File: src/rtl/seg_scan_if.sv
// seg_scan_if: capture/control inputs and multiplexed display outputs of the scan controller
interface seg_scan_if #(
    parameter int N_DIGITS = 8
);
    logic                    load;
    logic [4*N_DIGITS-1:0]   digits_in;
    logic [N_DIGITS-1:0]     en_in;
    logic [N_DIGITS-1:0]     dp_in;
    logic [N_DIGITS-1:0]     blink_in;
    logic                    lzb_en;
    logic [N_DIGITS-1:0]     anode_n;
    logic [6:0]              seg_n;
    logic                    dp_n;
    logic [3:0]              bcd;
    logic                    frame_tick;

    modport master (
        output load, digits_in, en_in, dp_in, blink_in, lzb_en,
        input  anode_n, seg_n, dp_n, bcd, frame_tick
    );

    modport slave (
        input  load, digits_in, en_in, dp_in, blink_in, lzb_en,
        output anode_n, seg_n, dp_n, bcd, frame_tick
    );
endinterface

File: src/rtl/seg_scan_ctrl.sv
// seg_scan_ctrl: multiplexed 7-segment scanner with dead time, blinking and leading-zero blanking
module seg_scan_ctrl #(
    parameter int N_DIGITS  = 8,
    parameter int PRESCALE  = 100000,
    parameter int DEAD      = 2,
    parameter int BLINK_DIV = 64
) (
    input  logic      clk,
    input  logic      reset,
    seg_scan_if.slave bus
);
    localparam int PW = $clog2(PRESCALE);
    localparam int IW = N_DIGITS > 1 ? $clog2(N_DIGITS) : 1;
    localparam int FW = BLINK_DIV > 1 ? $clog2(BLINK_DIV) : 1;

    logic [PW-1:0]       r_pre;
    logic [IW-1:0]       r_idx;
    logic [FW-1:0]       r_frame;
    logic                r_phase;
    logic [3:0]          r_dig [N_DIGITS];
    logic [N_DIGITS-1:0] r_en;
    logic [N_DIGITS-1:0] r_dp;
    logic [N_DIGITS-1:0] r_blink;
    logic [N_DIGITS-1:0] r_anode_n;
    logic [6:0]          r_seg_n;
    logic                r_dp_n;
    logic [3:0]          r_bcd;
    logic                r_tick;

    logic                w_adv;
    logic                w_wrap;
    logic [N_DIGITS-1:0] w_zero_hi;
    logic [3:0]          w_cur;
    logic                w_lz;
    logic                w_vis;

    function automatic logic [6:0] f_hex(input logic [3:0] v);
        case (v)
            4'h0: f_hex = 7'b1000000;
            4'h1: f_hex = 7'b1111001;
            4'h2: f_hex = 7'b0100100;
            4'h3: f_hex = 7'b0110000;
            4'h4: f_hex = 7'b0011001;
            4'h5: f_hex = 7'b0010010;
            4'h6: f_hex = 7'b0000010;
            4'h7: f_hex = 7'b1111000;
            4'h8: f_hex = 7'b0000000;
            4'h9: f_hex = 7'b0010000;
            4'hA: f_hex = 7'b0001000;
            4'hB: f_hex = 7'b0000011;
            4'hC: f_hex = 7'b1000110;
            4'hD: f_hex = 7'b0100001;
            4'hE: f_hex = 7'b0000110;
            default: f_hex = 7'b0001110;
        endcase
    endfunction

    assign w_adv  = r_pre == PW'(PRESCALE - 1);
    assign w_wrap = w_adv && r_idx == IW'(N_DIGITS - 1);
    assign w_cur  = r_dig[r_idx];
    assign w_lz   = bus.lzb_en && r_idx != '0 && w_zero_hi[r_idx];
    assign w_vis  = r_en[r_idx] && !(r_blink[r_idx] && !r_phase) && !w_lz && r_pre >= PW'(DEAD);

    // w_zero_hi[i] is set when shadow digits i..N_DIGITS-1 are all zero
    always_comb begin
        w_zero_hi = '0;
        w_zero_hi[N_DIGITS-1] = r_dig[N_DIGITS-1] == 4'h0;
        for (int i = N_DIGITS - 2; i >= 0; i--)
            w_zero_hi[i] = w_zero_hi[i+1] && r_dig[i] == 4'h0;
    end

    // shadow registers: display only ever sees values captured on load
    always_ff @(posedge clk or posedge reset) begin
        if (reset) begin
            for (int i = 0; i < N_DIGITS; i++)
                r_dig[i] <= 4'h0;
            r_en    <= '0;
            r_dp    <= '0;
            r_blink <= '0;
        end else if (bus.load) begin
            for (int i = 0; i < N_DIGITS; i++)
                r_dig[i] <= bus.digits_in[4*i +: 4];
            r_en    <= bus.en_in;
            r_dp    <= bus.dp_in;
            r_blink <= bus.blink_in;
        end
    end

    // slot prescaler, scan index, frame counter and blink phase
    always_ff @(posedge clk or posedge reset) begin
        if (reset) begin
            r_pre   <= '0;
            r_idx   <= '0;
            r_frame <= '0;
            r_phase <= 1'b1;
            r_tick  <= 1'b0;
        end else begin
            r_pre  <= w_adv ? '0 : r_pre + 1'b1;
            r_tick <= w_wrap;
            if (w_adv)
                r_idx <= w_wrap ? '0 : r_idx + 1'b1;
            if (w_wrap) begin
                r_frame <= r_frame == FW'(BLINK_DIV - 1) ? '0 : r_frame + 1'b1;
                if (r_frame == FW'(BLINK_DIV - 1))
                    r_phase <= ~r_phase;
            end
        end
    end

    // registered display drive derived from the current scan state
    always_ff @(posedge clk or posedge reset) begin
        if (reset) begin
            r_anode_n <= '1;
            r_seg_n   <= 7'h7F;
            r_dp_n    <= 1'b1;
            r_bcd     <= 4'h0;
        end else begin
            r_anode_n <= w_vis ? ~(N_DIGITS'(1) << r_idx) : '1;
            r_seg_n   <= w_vis ? f_hex(w_cur) : 7'h7F;
            r_dp_n    <= w_vis ? ~r_dp[r_idx] : 1'b1;
            r_bcd     <= w_cur;
        end
    end

    assign bus.anode_n    = r_anode_n;
    assign bus.seg_n      = r_seg_n;
    assign bus.dp_n       = r_dp_n;
    assign bus.bcd        = r_bcd;
    assign bus.frame_tick = r_tick;
endmodule
File: src/flat_wrapper.sv
// flat-port wrapper written by rule: the top's interface ports become plain ports
module seg_scan_ctrl_flat 
#(
    parameter int N_DIGITS  = 8,
    parameter int PRESCALE  = 100000,
    parameter int DEAD      = 2,
    parameter int BLINK_DIV = 64
)
  (clk, reset, bus_load, bus_digits_in, bus_en_in, bus_dp_in, bus_blink_in, bus_lzb_en, bus_anode_n, bus_seg_n, bus_dp_n, bus_bcd, bus_frame_tick);
  seg_scan_if #(.N_DIGITS(N_DIGITS)) bus_i ();
  input  logic clk;
  input  logic reset;
  input wire logic [$bits(bus_i.load)-1:0] bus_load;
  input wire logic [$bits(bus_i.digits_in)-1:0] bus_digits_in;
  input wire logic [$bits(bus_i.en_in)-1:0] bus_en_in;
  input wire logic [$bits(bus_i.dp_in)-1:0] bus_dp_in;
  input wire logic [$bits(bus_i.blink_in)-1:0] bus_blink_in;
  input wire logic [$bits(bus_i.lzb_en)-1:0] bus_lzb_en;
  output wire logic [$bits(bus_i.anode_n)-1:0] bus_anode_n;
  output wire logic [$bits(bus_i.seg_n)-1:0] bus_seg_n;
  output wire logic [$bits(bus_i.dp_n)-1:0] bus_dp_n;
  output wire logic [$bits(bus_i.bcd)-1:0] bus_bcd;
  output wire logic [$bits(bus_i.frame_tick)-1:0] bus_frame_tick;
  assign bus_i.load = bus_load;
  assign bus_i.digits_in = bus_digits_in;
  assign bus_i.en_in = bus_en_in;
  assign bus_i.dp_in = bus_dp_in;
  assign bus_i.blink_in = bus_blink_in;
  assign bus_i.lzb_en = bus_lzb_en;
  assign bus_anode_n = bus_i.anode_n;
  assign bus_seg_n = bus_i.seg_n;
  assign bus_dp_n = bus_i.dp_n;
  assign bus_bcd = bus_i.bcd;
  assign bus_frame_tick = bus_i.frame_tick;
  seg_scan_ctrl #(.N_DIGITS(N_DIGITS), .PRESCALE(PRESCALE), .DEAD(DEAD), .BLINK_DIV(BLINK_DIV)) u_core (.clk(clk), .reset(reset), .bus(bus_i));
endmodule
File: config.mk
export PLATFORM = sky130hd
export DESIGN_NAME = seg_scan_ctrl_flat
export DESIGN_NICKNAME = d
export VERILOG_FILES = /design/src/rtl/seg_scan_if.sv /design/src/rtl/seg_scan_ctrl.sv /design/src/flat_wrapper.sv
export SDC_FILE = /design/constraint.sdc
export NUM_CORES = 1
export LEC_CHECK = 0
export CELL_PAD_IN_SITES_DETAIL_PLACEMENT = 0
export CELL_PAD_IN_SITES_GLOBAL_PLACEMENT = 1
export CORE_MARGIN = 1.5
export CORE_UTILIZATION = 35
export DETAILED_ROUTE_END_ITERATION = 16
export GPL_TIMING_DRIVEN = 1
export PLACE_DENSITY_LB_ADDON = 0.2
export SLEW_MARGIN = 10
export SYNTH_ARGS = -nofsm -noshare
export SYNTH_HDL_FRONTEND = slang
export SYNTH_SLANG_ARGS = --single-unit
File: constraint.sdc
create_clock -name clk -period 6.2 [get_ports clk]
set_input_delay 1.24 -clock clk [delete_from_list [all_inputs] [get_ports clk]]
set_output_delay 1.24 -clock clk [all_outputs]
set_load 0.05 [all_outputs]
# After elaboration in Yosys (flattened, before gate mapping)
# Memory sizes are Yosys's and may differ from the RTL's.
# Index checks and enable logic that the tools add are counted.
dict set report word_totals {
  reg_bits 104
  mem_bits_ro 112
  input_bits 60
  output_inout_bits 21
  mem_count 1
}
# name depth width rd rd_clocked_by_memory_dff wr line
set mem_list {}
lappend mem_list {{(no name shown)} 16 7 1 0 0 seg_scan_ctrl.sv:38} ;# case (v)
dict set report classes {
  n_addsub 3
  n_lt_le_gt_ge 3
  n_eq_ne 3
  shifts 1
  n_mux 17
  n_bitwise 4
  reduce_logical 27
}
# op count
set ops {}
lappend ops {{zero test 4 bit} 8}
lappend ops {{adder 17 x 1 -> 17 bit (second input constant)} 1}
lappend ops {{== test 17 bit (second input constant)} 1}
lappend ops {{>= comparator 17 x 2 -> 1 bit (second input constant)} 1}
lappend ops {{2-to-1 mux 17 bit} 1}
lappend ops {{logical AND 1 bit} 14}
lappend ops {{binary-select mux 1 bit (select 3 bit)} 4}
lappend ops {{binary-select mux 4 bit (select 3 bit)} 1}
lappend ops {{2-to-1 mux 4 bit} 2}
lappend ops {{2-to-1 mux 8 bit} 1}
lappend ops {{NOT 8 bit} 1}
lappend ops {{left shift 1 x 3 -> 8 bit (first input constant)} 1}
lappend ops {{2-to-1 mux 7 bit} 1}
lappend ops {{adder 6 x 1 -> 6 bit (second input constant)} 1}
lappend ops {{== test 6 bit (second input constant)} 1}
lappend ops {{2-to-1 mux 6 bit} 1}
lappend ops {{2-to-1 mux 1 bit} 5}
lappend ops {{>= comparator 4 bit (second input constant)} 1}
lappend ops {{< comparator 3 x 4 -> 1 bit (second input constant)} 1}
lappend ops {{NOT 3 -> 4 bit} 1}
lappend ops {{adder 3 x 1 -> 3 bit (second input constant)} 1}
lappend ops {{== test 3 bit (second input constant)} 1}
lappend ops {{zero test 1 bit} 3}
lappend ops {{2-to-1 mux 3 bit} 1}
lappend ops {{other kinds (3)} 4}

# Logic depth before layout (Yosys ltp)
dict set report logic_depth {
  ltp_word 15
  mapped_depth 10
  ltp_nobuf 7
}

# Worst setup path before layout
# Ideal clock, no wire load.
dict set report synth_path {
  path_type {register to register}
  startpoint {register u_core.r_idx[0]}
  endpoint {register u_core.r_seg_n[0] (netlist: u_core.bus.seg_n[0])}
  setup_time_ns 0.113
  t_arrival_ns 2.296
  t_required_ns 6.087
  path_slack_ns 3.790
  path_stages_with_launch 9
  path_buffers 2
  period_less_slack_ns 2.410
  path_cell_list {dfrtp_1 > buf_4 > buf_2 > mux4_2 > mux2i_1 > inv_1 > ha_1 > a22oi_1 > o311ai_0}
}
dict set report synth_via {
  word_cells_on_any_way 21
  cone_classes {mux (10); bitwise (1); reduce/logical (9); memory (1)}
}
# item line
set synth_rtl {}
lappend synth_rtl {{start: declaration} seg_scan_ctrl.sv:17} ;# logic [IW-1:0] r_idx;
lappend synth_rtl {{start signal: assignment} seg_scan_ctrl.sv:101} ;# r_idx <= w_wrap ? '0 : r_idx + 1'b1;
lappend synth_rtl {{NOT 3 -> 4 bit (not written as such)} seg_scan_ctrl.sv:60} ;# assign w_cur = r_dig[r_idx];
lappend synth_rtl {{binary-select mux 4 bit (select 3 bit)} seg_scan_ctrl.sv:60}
lappend synth_rtl {{2-to-1 mux 4 bit (not written as such) (2 in series)} seg_scan_ctrl.sv:60}
lappend synth_rtl {{named net u_core.w_cur[1]} seg_scan_ctrl.sv:33} ;# logic [3:0] w_cur;
lappend synth_rtl {{memory read (16 x 7 bit)} -}
lappend synth_rtl {{2-to-1 mux 7 bit} seg_scan_ctrl.sv:119} ;# r_seg_n <= w_vis ? f_hex(w_cur) : 7'h7F;
lappend synth_rtl {{end signal: assignment} seg_scan_ctrl.sv:119}
lappend synth_rtl {{end: declaration} seg_scan_ctrl.sv:25} ;# logic [6:0] r_seg_n;
# The timed path passes the listed nets, and every way through them passes these cells. The select of a mux whose other input is x is not followed.
# A chain may end at the register's enable or synchronous reset.

# Final worst setup path
dict set report layout_path {
  startpoint {register u_core.r_idx[1]}
  endpoint {register u_core.r_seg_n[0] (netlist: u_core.bus.seg_n[0])}
}
dict set report layout_via {
  elab_chain_cells 8
  word_cells_on_any_way 21
  cone_classes {mux (10); bitwise (1); reduce/logical (9); memory (1)}
}
# item line
set layout_rtl {}
lappend layout_rtl {{branches (longest 7 deep; another with memory read (16 x 7 bit))} -}
lappend layout_rtl {{2-to-1 mux 7 bit (*)} seg_scan_ctrl.sv:119}
# Every way passes the cells marked *. The select of a mux whose other input is x is not followed.

==> results summary <==
Total power for the finished layout comes to about 1.5 mW. Counting the buffers created by CTS gives 9. Of the post-synthesis cell area, the part taken by muxes is 0.222.

When the netlist entered floorplanning its net count stood at roughly 440. The via count of the first global-routing pass was between 3000 and 4000. The final antenna diode count came out at 0. The maximum fanout along the worst path is 21. Of the available clock period, the critical path in the final layout requires 0.491. The portion of the post-synthesis area used by sequential elements is 0.549. The synthesized-area fraction occupied by ao, oa, aoi and oai cells came out at 0.0387. After detailed placement, the design holds a cell count of 609. The die is roughly 120 um wide. The fraction of the mapped netlist area in simple logic gates came out at 0.0937. The warning count from the yosys run came out at 0. The synthesized instance count came out at 364. The final critical delay including setup and external delays is 3040 ps. The netlist uses 40 different library cells. The sink count of the clock tree came out at 104. The max-cap violation count is 0. The tightest min-delay check is of the reg -> reg type. Of the cells placed in the final design, the portion with a size suffix greater than 1 is 0.249. The via count normalized by instance count is 4.97. The peak supply drop came out at roughly 150 uV. The finished cells cover 6040 um2.

The number of setup buffers added after CTS came out at 0. Dividing the detail-routed wire length by the instance count gives 16.1 um. After clock tree synthesis, the clock-pin slew on the worst setup and hold paths is 70 ps.

The post-route antenna net violation count came out at 0. After global routing the overflow that remains totals 0. The net total in the final layout came out at 519. The iteration-0 DRC count of the detailed router is 180.

The critical path launch point type is a flip-flop. The total count of max-transition violations in the final report is 0. The area overhead of the layout relative to synthesis came out at 26.3%.

Among all flip-flop cells after synthesis, the most frequent one is sky130_fd_sc_hd__dfrtp_1. For this run, the top clock speed supported by timing is 0.329 GHz. The cell area that synthesis handed to floorplanning was between 4000 and 5000 um2. The clock latency reported for the late side of the worst-skew pair came out at 350 ps. The adder-cell share of the synthesized area came out at 0.0392. The cell chosen for the clock root is sky130_fd_sc_hd__clkbuf_16. The number of setup violations in the final report came out at 0. The required time reported for the critical path endpoint came out at 6390 ps. The worst stage delay on the critical path is ~900 ps.

The hold buffer count at CTS is 0. The routability congestion estimate from global placement is 0.789. After synthesis, the largest family of logic cells by area is multiplexers. The post-layout instance count excluding filler cells came out at 625. The total wire length after detailed routing is a little over 10000 um. TritonCTS built the clock tree. For this run, asynchronously set or reset flops after synthesis account for 1.00. Setup repair after global routing left no endpoint under its margin. In this run the number of H-tree levels came out at 3. The number of top-level pins came out at 81. The first global-routing pass estimated between 15000 and 20000 um of wire. The wire-length estimate of the detail-placed layout is 7090 um. The actual transition at the worst max-transition pin came out at 1120 ps. By startpoint and endpoint, the worst setup path is classified as reg -> reg. The run finished with clean final reports. The worst setup path is captured at a flip-flop. In this design, the largest share of critical-path delay is due to compound AO/OA/AOI/OAI gates.

The xor/xnor share of the synthesized area came out at 0.0330. Averaged over all synthesized cells, the footprint is 13.1 um2. Across the routed clock network, the largest skew measured is between 4 and 5 ps. The maximum number of pins on one net before global-route repair came out at 76. The number of flops mapped to enable cells by yosys came out at 0. The summed negative setup slack over all endpoints is 0 ps. The placement-stage cell area came out at around 5800 um2. The height of the die is 120 um.

Tracing the worst setup path back leads to its startpoint at u_core.r_idx[1]$_DFFE_PP0P_. The final number of hold-violating endpoints is 0. The number of buffer and inverter instances along the worst setup path is 0. In the global route stage, overall resource usage came out at 0.155. The count of buffers inserted at the top-level ports is 80. The flip-flop and latch count after synthesis is 104. The arrival time of the worst setup path came out at between 3000 and 4000 ps. Gates resized during post-CTS repair numbered 0. The number of vias in the routed layout is a little over 3000.

The total power density per cell area is 251 nW/um2. The initial core utilization is 0.360. In this run the deepest clock path goes through 2 buffers. The initial antenna violation count is 0. The die covers around 14000 um2.

The number of cell rows is 42. The cell leakage power came out at 2.51 nW. The first-pass iteration count of the detailed router came out at 5.

The worst max-slew margin expressed relative to the limit came out at 0.255. On the critical path, the stage with the largest delay is an instance of sky130_fd_sc_hd__dfrtp_1. The placeable core region is approximately 13000 um2. For this run, design rule violations remaining after detail routing come to 0. The launch point of the worst hold path is u_core.r_frame[4]$_DFFE_PP0P_. The signal on the critical path passes through mux4_2 > mux2i_1 > o221ai_1 > a21oi_1 > o311ai_0. The worst register-to-register path begins at u_core.r_idx[1]$_DFFE_PP0P_.
## placed cells by master, fill, tap and decap left out, types with 4 or more instances in the layout
cell and count:
sky130_fd_sc_hd__nand2_1 23, sky130_fd_sc_hd__mux2_2 60, sky130_fd_sc_hd__xor2_1 9, sky130_fd_sc_hd__a21oi_1 5
sky130_fd_sc_hd__o21ai_0 6, sky130_fd_sc_hd__mux4_2 14, sky130_fd_sc_hd__xnor2_1 9, sky130_fd_sc_hd__dfstp_2 17
sky130_fd_sc_hd__nor3_1 5, sky130_fd_sc_hd__nand3_1 22, sky130_fd_sc_hd__nor4_1 12, sky130_fd_sc_hd__clkbuf_16 9
sky130_fd_sc_hd__clkdlybuf4s50_1 79, sky130_fd_sc_hd__nor2_1 20, sky130_fd_sc_hd__ha_1 15, sky130_fd_sc_hd__buf_4 4
sky130_fd_sc_hd__dfrtp_1 87, sky130_fd_sc_hd__inv_1 11, sky130_fd_sc_hd__mux2i_1 5
## worst paths after layout
kind                                                  to  slack, ps  depth (start not counted)
max in group asynchronous   u_core.r_dig[19]$_DFFE_PP0P_       3800                          3
min in group asynchronous    u_core.bus.bcd[3]$_DFF_PP0_       1460                          2
min reg2reg                u_core.r_frame[4]$_DFFE_PP0P_        480                          1
max reg2reg                u_core.bus.seg_n[0]$_DFF_PP1_       3160                          5
max                        u_core.bus.seg_n[0]$_DFF_PP1_       3160                          5
min                        u_core.r_frame[4]$_DFFE_PP0P_        480                          1
## Yosys cell counts (2+ instances only)
cell type	n	area share
sky130_fd_sc_hd__dfrtp_1	87	0.46
sky130_fd_sc_hd__mux2_2	60	0.14
sky130_fd_sc_hd__nand2_1	23	0.018
sky130_fd_sc_hd__nand3_1	22	0.023
sky130_fd_sc_hd__nor2_1	20	0.016
sky130_fd_sc_hd__dfstp_2	17	0.093
sky130_fd_sc_hd__ha_1	15	0.039
sky130_fd_sc_hd__mux4_2	14	0.066
sky130_fd_sc_hd__inv_1	12	0.0094
sky130_fd_sc_hd__nor4_1	12	0.016
sky130_fd_sc_hd__clkbuf_1	9	0.0071
sky130_fd_sc_hd__xnor2_1	9	0.016
sky130_fd_sc_hd__xor2_1	9	0.016
sky130_fd_sc_hd__o21ai_0	6	0.0063
sky130_fd_sc_hd__a21oi_1	5	0.0052
sky130_fd_sc_hd__mux2i_1	5	0.010
sky130_fd_sc_hd__nor3_1	5	0.0052
sky130_fd_sc_hd__and3_1	3	0.0039
sky130_fd_sc_hd__buf_2	3	0.0031
sky130_fd_sc_hd__o221ai_1	3	0.0055
sky130_fd_sc_hd__a22oi_1	2	0.0031
sky130_fd_sc_hd__nand4_1	2	0.0026
sky130_fd_sc_hd__o311ai_0	2	0.0037
sky130_fd_sc_hd__o31ai_1	2	0.0031
sky130_fd_sc_hd__or4_1	2	0.0031
## power breakdown
group | internal, mW | switching (mW)
Combinational | 0.106 | 0.0987
Sequential | 0.729 | 0.0295
Clock | 0.312 | 0.241
## cell families (layout without fill, tap and decap cells)
logic type	Yosys count	in the layout
DFF	104	104
and+or+nand+nor	93	93
muxes	80	80
AOI/OAI and AO/OA	27	27
buffers and inverters	27	112
xor gates and xnor gates	18	18
adders and majority gates	15	15
## routing by layer
layer  wire [um]  part of all wire  global-route usage  up-vias
met4         145             0.014              0.0432        0
met3         478             0.047              0.0485        9
met1        5120              0.51               0.225     1551
met2        4350              0.43               0.223       71
li1            -                 -                   -     1477
met5           0                 0                   0        -
## through the flow
stage | setup WS [ps] | hold WS [ps] | util
finish | 3160 | 483 | 0.454
detailed placement | 2900 | 470 | 0.433
global placement | 3000 | 463 | 0.433
floorplan | 2260 | 442 | -
global route | 2830 | 507 | 0.454
CTS | 3090 | 487 | 0.454
## area by class of cell
cell class,count,area [um2]
fillers,1241,7250
multi-input cells,233,2040
flip-flops and latches,104,2620
well taps,176,220
clock buffers,12,236
repair buffers,84,826
clock inverters,4,45.0
inverters,12,47.5
## flip-flops by register name, indices dropped and copies added, names as in the netlist
| name | cells |
|---|---|
| u_core.bus.anode_n | 8 |
| u_core.bus.bcd | 4 |
| u_core.bus.dp_n | 1 |
| u_core.bus.frame_tick | 1 |
| u_core.bus.seg_n | 7 |
| u_core.r_blink | 8 |
| u_core.r_dig | 32 |
| u_core.r_dp | 8 |
| u_core.r_en | 8 |
| u_core.r_frame | 6 |
| u_core.r_idx | 3 |
| u_core.r_phase | 1 |
| u_core.r_pre | 17 |
(Power assumes the default switching activity.)
